`config.mk`:
```
export PLATFORM = sky130hd
export DESIGN_NAME = multicycle_main_decoder
export DESIGN_NICKNAME = d
export VERILOG_FILES = /design/src/rtl/arm_ctrl_pkg.sv /design/src/rtl/alu_decoder.sv /design/src/rtl/multicycle_main_decoder.sv
export SDC_FILE = /design/constraint.sdc
export NUM_CORES = 1
export LEC_CHECK = 0
export CAP_MARGIN = 5
export CORE_UTILIZATION = 34
export CTS_CLUSTER_DIAMETER = 100
export DETAILED_ROUTE_END_ITERATION = 8
export GPL_TIMING_DRIVEN = 0
export MAX_ROUTING_LAYER = met4
export PLACE_DENSITY = 0.74
export SLEW_MARGIN = 5
export SYNTH_ARGS = -nofsm -noshare
export SYNTH_HDL_FRONTEND = slang
export SYNTH_SLANG_ARGS = --single-unit
```
`constraint.sdc`:
```
create_clock -name clk -period 1.3 [get_ports clk]
set_input_delay 0.13 -clock clk [delete_from_list [all_inputs] [get_ports clk]]
set_output_delay 0.13 -clock clk [all_outputs]
set_load 0.02 [all_outputs]
```
`src/rtl/arm_ctrl_pkg.sv`:
```
// Shared control-path definitions: main FSM states, Op classes and ALU encodings.
package arm_ctrl_pkg;

    typedef enum logic [3:0] {
        FETCH    = 4'd0,
        DECODE   = 4'd1,
        MEMADR   = 4'd2,
        MEMREAD  = 4'd3,
        MEMWB    = 4'd4,
        MEMWRITE = 4'd5,
        EXECUTER = 4'd6,
        EXECUTEI = 4'd7,
        ALUWB    = 4'd8,
        BRANCH   = 4'd9
    } state_t;

    localparam logic [1:0] OP_DP    = 2'b00;
    localparam logic [1:0] OP_MEM   = 2'b01;
    localparam logic [1:0] OP_BR    = 2'b10;
    localparam logic [1:0] OP_UNDEF = 2'b11;

    localparam logic [1:0] ALU_ADD = 2'b00;
    localparam logic [1:0] ALU_SUB = 2'b01;
    localparam logic [1:0] ALU_AND = 2'b10;
    localparam logic [1:0] ALU_ORR = 2'b11;

    localparam logic [3:0] CMD_AND = 4'b0000;
    localparam logic [3:0] CMD_SUB = 4'b0010;
    localparam logic [3:0] CMD_ADD = 4'b0100;
    localparam logic [3:0] CMD_CMP = 4'b1010;
    localparam logic [3:0] CMD_ORR = 4'b1100;

endpackage

```
`src/rtl/alu_decoder.sv`:
```
// Data-processing command decode: ALU operation, flag-write groups and compare write suppression.
module alu_decoder
    import arm_ctrl_pkg::*;
(
    input  logic       alu_op,
    input  logic [4:0] funct,
    output logic [1:0] alu_control,
    output logic [1:0] flag_w,
    output logic       no_write
);

    logic [3:0] cmd;
    logic       s_bit;

    assign cmd   = funct[4:1];
    assign s_bit = funct[0];

    always_comb begin
        alu_control = ALU_ADD;
        flag_w      = 2'b00;
        no_write    = 1'b0;
        if (alu_op) begin
            // C,V only meaningful for arithmetic ops; logic ops update N,Z alone
            case (cmd)
                CMD_ADD: begin
                    alu_control = ALU_ADD;
                    flag_w      = {s_bit, s_bit};
                end
                CMD_SUB: begin
                    alu_control = ALU_SUB;
                    flag_w      = {s_bit, s_bit};
                end
                CMD_AND: begin
                    alu_control = ALU_AND;
                    flag_w      = {s_bit, 1'b0};
                end
                CMD_ORR: begin
                    alu_control = ALU_ORR;
                    flag_w      = {s_bit, 1'b0};
                end
                CMD_CMP: begin
                    alu_control = ALU_SUB;
                    flag_w      = {s_bit, s_bit};
                    no_write    = 1'b1;
                end
                default: begin
                    alu_control = ALU_ADD;
                    flag_w      = 2'b00;
                end
            endcase
        end
    end

endmodule

```
`src/rtl/multicycle_main_decoder.sv`:
```
// Multicycle main controller: Moore FSM sequencing fetch/decode/execute with ALU decode sub-block.
//   state    | meaning
//   FETCH    | load IR, PC <= PC+4
//   DECODE   | read registers, dispatch on Op
//   MEMADR   | compute load/store address
//   MEMREAD  | read data memory
//   MEMWB    | write load data to register file
//   MEMWRITE | write store data to memory
//   EXECUTER | ALU op with register operand
//   EXECUTEI | ALU op with immediate operand
//   ALUWB    | write ALU result to register file
//   BRANCH   | write branch target to PC
module multicycle_main_decoder
    import arm_ctrl_pkg::*;
(
    input  logic       clk,
    input  logic       reset,
    input  logic [1:0] Op,
    input  logic [5:0] Funct,
    input  logic [3:0] Rd,
    output logic       PCS,
    output logic       RegW,
    output logic       MemW,
    output logic [1:0] FlagW,
    output logic       NoWrite,
    output logic       IRWrite,
    output logic       NextPC,
    output logic       AdrSrc,
    output logic [1:0] ResultSrc,
    output logic       ALUSrcA,
    output logic [1:0] ALUSrcB,
    output logic [1:0] ALUControl
);

    state_t state, state_next;
    logic   alu_op;
    logic   branch;
    logic   no_write_alu;
    logic   cmp_hold;

    always_ff @(posedge clk) begin
        if (reset) state <= FETCH;
        else       state <= state_next;
    end

    always_comb begin
        state_next = FETCH;
        case (state)
            FETCH:  state_next = DECODE;
            DECODE: begin
                case (Op)
                    OP_MEM:  state_next = MEMADR;
                    OP_DP:   state_next = Funct[5] ? EXECUTEI : EXECUTER;
                    OP_BR:   state_next = BRANCH;
                    default: state_next = FETCH;
                endcase
            end
            MEMADR:   state_next = Funct[0] ? MEMREAD : MEMWRITE;
            MEMREAD:  state_next = MEMWB;
            MEMWB:    state_next = FETCH;
            MEMWRITE: state_next = FETCH;
            EXECUTER: state_next = ALUWB;
            EXECUTEI: state_next = ALUWB;
            ALUWB:    state_next = FETCH;
            BRANCH:   state_next = FETCH;
            default:  state_next = FETCH;
        endcase
    end

    always_comb begin
        IRWrite   = 1'b0;
        NextPC    = 1'b0;
        AdrSrc    = 1'b0;
        ResultSrc = 2'b00;
        ALUSrcA   = 1'b0;
        ALUSrcB   = 2'b00;
        RegW      = 1'b0;
        MemW      = 1'b0;
        alu_op    = 1'b0;
        branch    = 1'b0;
        case (state)
            FETCH: begin
                IRWrite   = 1'b1;
                NextPC    = 1'b1;
                ALUSrcA   = 1'b1;
                ALUSrcB   = 2'b10;
                ResultSrc = 2'b10;
            end
            DECODE: begin
                ALUSrcA   = 1'b1;
                ALUSrcB   = 2'b10;
                ResultSrc = 2'b10;
            end
            MEMADR:   ALUSrcB = 2'b01;
            MEMREAD:  AdrSrc  = 1'b1;
            MEMWB: begin
                ResultSrc = 2'b01;
                RegW      = 1'b1;
            end
            MEMWRITE: begin
                AdrSrc = 1'b1;
                MemW   = 1'b1;
            end
            EXECUTER: alu_op = 1'b1;
            EXECUTEI: begin
                ALUSrcB = 2'b01;
                alu_op  = 1'b1;
            end
            ALUWB:    RegW = 1'b1;
            BRANCH: begin
                ALUSrcB   = 2'b01;
                ResultSrc = 2'b10;
                branch    = 1'b1;
            end
            default: ;
        endcase
    end

    // Compare must keep suppressing the write into ALUWB, where the ALU decode is idle
    assign cmp_hold = (state == ALUWB) && (Op == OP_DP) && (Funct[4:1] == CMD_CMP);
    assign NoWrite  = no_write_alu | cmp_hold;
    assign PCS      = (RegW && (Rd == 4'hF)) || branch;

    alu_decoder u_alu_decoder (
        .alu_op      (alu_op),
        .funct       (Funct[4:0]),
        .alu_control (ALUControl),
        .flag_w      (FlagW),
        .no_write    (no_write_alu)
    );

endmodule

```
==> run summary <==
Outcome -> complete, but fails checks
Failing checks -> negative setup slack
Commonest non-fill, non-tap cells in the layout -> buf_4, clkdlybuf4s50_1, buf_6
PwrDens -> 661.4 nW/um^2
Tightest Pin Transition -> 0.2677 ns
Clock skew -> 0.004965 ns
Total Routing Usage GR -> 25.00%
Worst-path maximum fanout -> 5
Final #Nets -> 116
Critical path launch point type -> register
Die area -> 1482 sq um
Clock power share -> 24.6%
Initial antenna violation count -> 0
Antenna-violating nets left -> 0
Fin Setup TNS -> -1.585 ns
Setup crit start -> state[1]
Post-Syn Area -> 452.9 sq um
Mean post-synth cell area -> 7.677 sq um
Drt initial violations -> 7
Top reg by flops -> state
Layout area overhead -> 105.0%
Placed Instances -> 102
Sequential share of power -> 23.4%
Starting Density -> 38.68%
Largest net degree at the start of global routing -> 11
Hold depth -> 2
Finished Layout Cells -> 114
Max frequency -> 641.7 MHz
Worst-case reg-to-reg path depth -> 4
Worst Setup End Kind -> output pin
Worst hold slack -> 0.4710 ns
Hold wc startpoint -> reset
Pleak -> 0.3909 nW
RR Startpoint -> state[3]
Synthesized net count -> 73
Max reg flops -> 4
RePlAce Congestion -> 0.7895
Hold Path Class -> in2reg
Synthesized instance count -> 59
Post-synth top area cell -> dfxtp_1
Final hold violation count -> 0
Die width -> 38.50 um
Fin crit share -> 119.9%
Detailed Routing Iterations Pass 1 -> 4
Final setup violation count -> 12
YS warnings -> 0
Slew margin rel. -> 82.12%
Fin crit period -> 1.558 ns
Switching pwr -> 0.0002087 W
# DRC -> 0
Layout cells sized above 1 -> 54.00%
Clock sink count -> 4
Ports -> 30
Number of global-route vias before repair -> 591
Critical Path AT -> 1.43 ns
CP required -> 1.17 ns
TritonCTS clock tree -> built
Biggest regs -> state x4
Vias per cell -> 5.377
Cell Int Power -> 0.0004053 W
Seq cells post-synth -> 4
Synth top area share -> 17.68%
Die height -> 38.50 um
Max-slew violations -> 0
CTS root buf -> clkbuf_4
Ant. Diodes -> 0
Row count -> 12
Combinational fraction of design power -> 52.1%
Routed wire length -> 1639 um
Vias -> 613
Switching share of power -> 33.99%
Worst-path clk slew -> 0.04 ns
Critical path class -> reg2out
WL/cell -> 14.38 um
Distinct cell type count after synthesis -> 29
PnR worst setup slack -> -0.2584 ns
Asr flop ratio synth -> 0%
Global route overflow -> 0
Sequential share of the synthesized area -> 17.68%
Total of max-cap violations -> 0
Worst-Skew Late Latency -> 0.23 ns
Port bufs -> 29
Post-synth EDFFs -> 0
VDD IR-drop max -> 0.4839 mV
CTS Buf Count -> 3
Main synth FF type -> dfxtp_1
Max Root-Sink Buffers -> 2
Post-layout util -> 79.27%
Commonest non-fill, non-tap cell in the layout -> buf_4
First-pass GRT wire length -> 2525 um
Hpwl dp -> 999.8 um
Top cells by area, synth -> dfxtp_1, nor3_1, nand2b_1
H-Tree Depth -> 1
Core ar. -> 1171 sq um
Tot Pwr -> 0.0006140 W
RSZ-0062 raised after global routing -> true
-- power by group through the flow --
stage | logic (W) | registers, W | clock network, W
4_1_cts | 0.000309 | 0.000143 | 0.000152
5_1_grt | 0.000337 | 0.000145 | 0.000162
6_report | 0.000320 | 0.000143 | 0.000151
3_3_place_gp | 0.000267 | 0.000141 | 0
3_5_place_dp | 0.000270 | 0.000142 | 0
2_1_floorplan | 0.000151 | 0.000139 | 0
-- cell type report --
type / count / area [sq um]
Buffer: 5 / 52.55
Clock buffer: 3 / 22.52
Fill cell: 85 / 242.7
Inverter: 1 / 3.754
Multi-Input combinational cell: 48 / 414.1
Sequential cell: 4 / 87.58
Tap cell: 14 / 17.52
Timing Repair Buffer: 39 / 330.3
-- path summary, 6_finish.rpt --
check	slack [ns]	to
worst min-delay path	0.47	state[3]
worst max-delay path	-0.26	NoWrite
worst min register to register	0.62	state[2]
worst max register to register	0.06	state[2]
-- logic make-up after synthesis --
| group | after synthesis | synth area share, % |
|---|---|---|
| xor+xnor | 2 | 3.868 |
| compound gates | 13 | 17.41 |
| simple gates | 33 | 50.00 |
| flops | 4 | 17.68 |
| buf+inv | 7 | 11.05 |
-- metal layers --
| metal | GRT usage (%) | share of wire (%) | wire, um |
|---|---|---|---|
| met1 | 28.47 | 43 | 697 |
| met2 | 42.92 | 53 | 866 |
| met3 | 3.488 | 3.4 | 56 |
| met4 | 11.21 | 1.2 | 19 |
| met5 | - | 0 | 0 |
-- cell usage after synthesis (all sizes together), types with 2 or more instances --
cell,n
nor3,10
buf,5
o21ai,2
nor3b,4
nor2b,2
nand3b,2
dfxtp,4
nand2b,6
a21oi,6
nor2,2
-- repair_timing --
action | in CTS | in global routing
setup endpoints to repair | 16 | 16
hold buffers | 0 | 0
cloned | 1 | 0
resized for setup | 108 | 8
pin swaps | 7 | 5
buffers inserted | 7 | 2
-- worst max-delay path, cell delays in order, from the launching register on --
cell and delay, ns:
dfxtp_2 0.31, buf_6 0.13, nor3_4 0.24, a31oi_4 0.13
nor4b_4 0.21, buf_4 0.17
-- metrics by stage --
step	setup slack [ns]	instance area, sq um
final	-0.2584	928.4
after global routing	-0.3239	928.4
after CTS	-0.2319	908.4
after detailed placement	-0.7390	794.5
after global placement	-0.7390	794.5
after floorplan	-0.03270	486.7
Power figures use the tool's default switching activity.
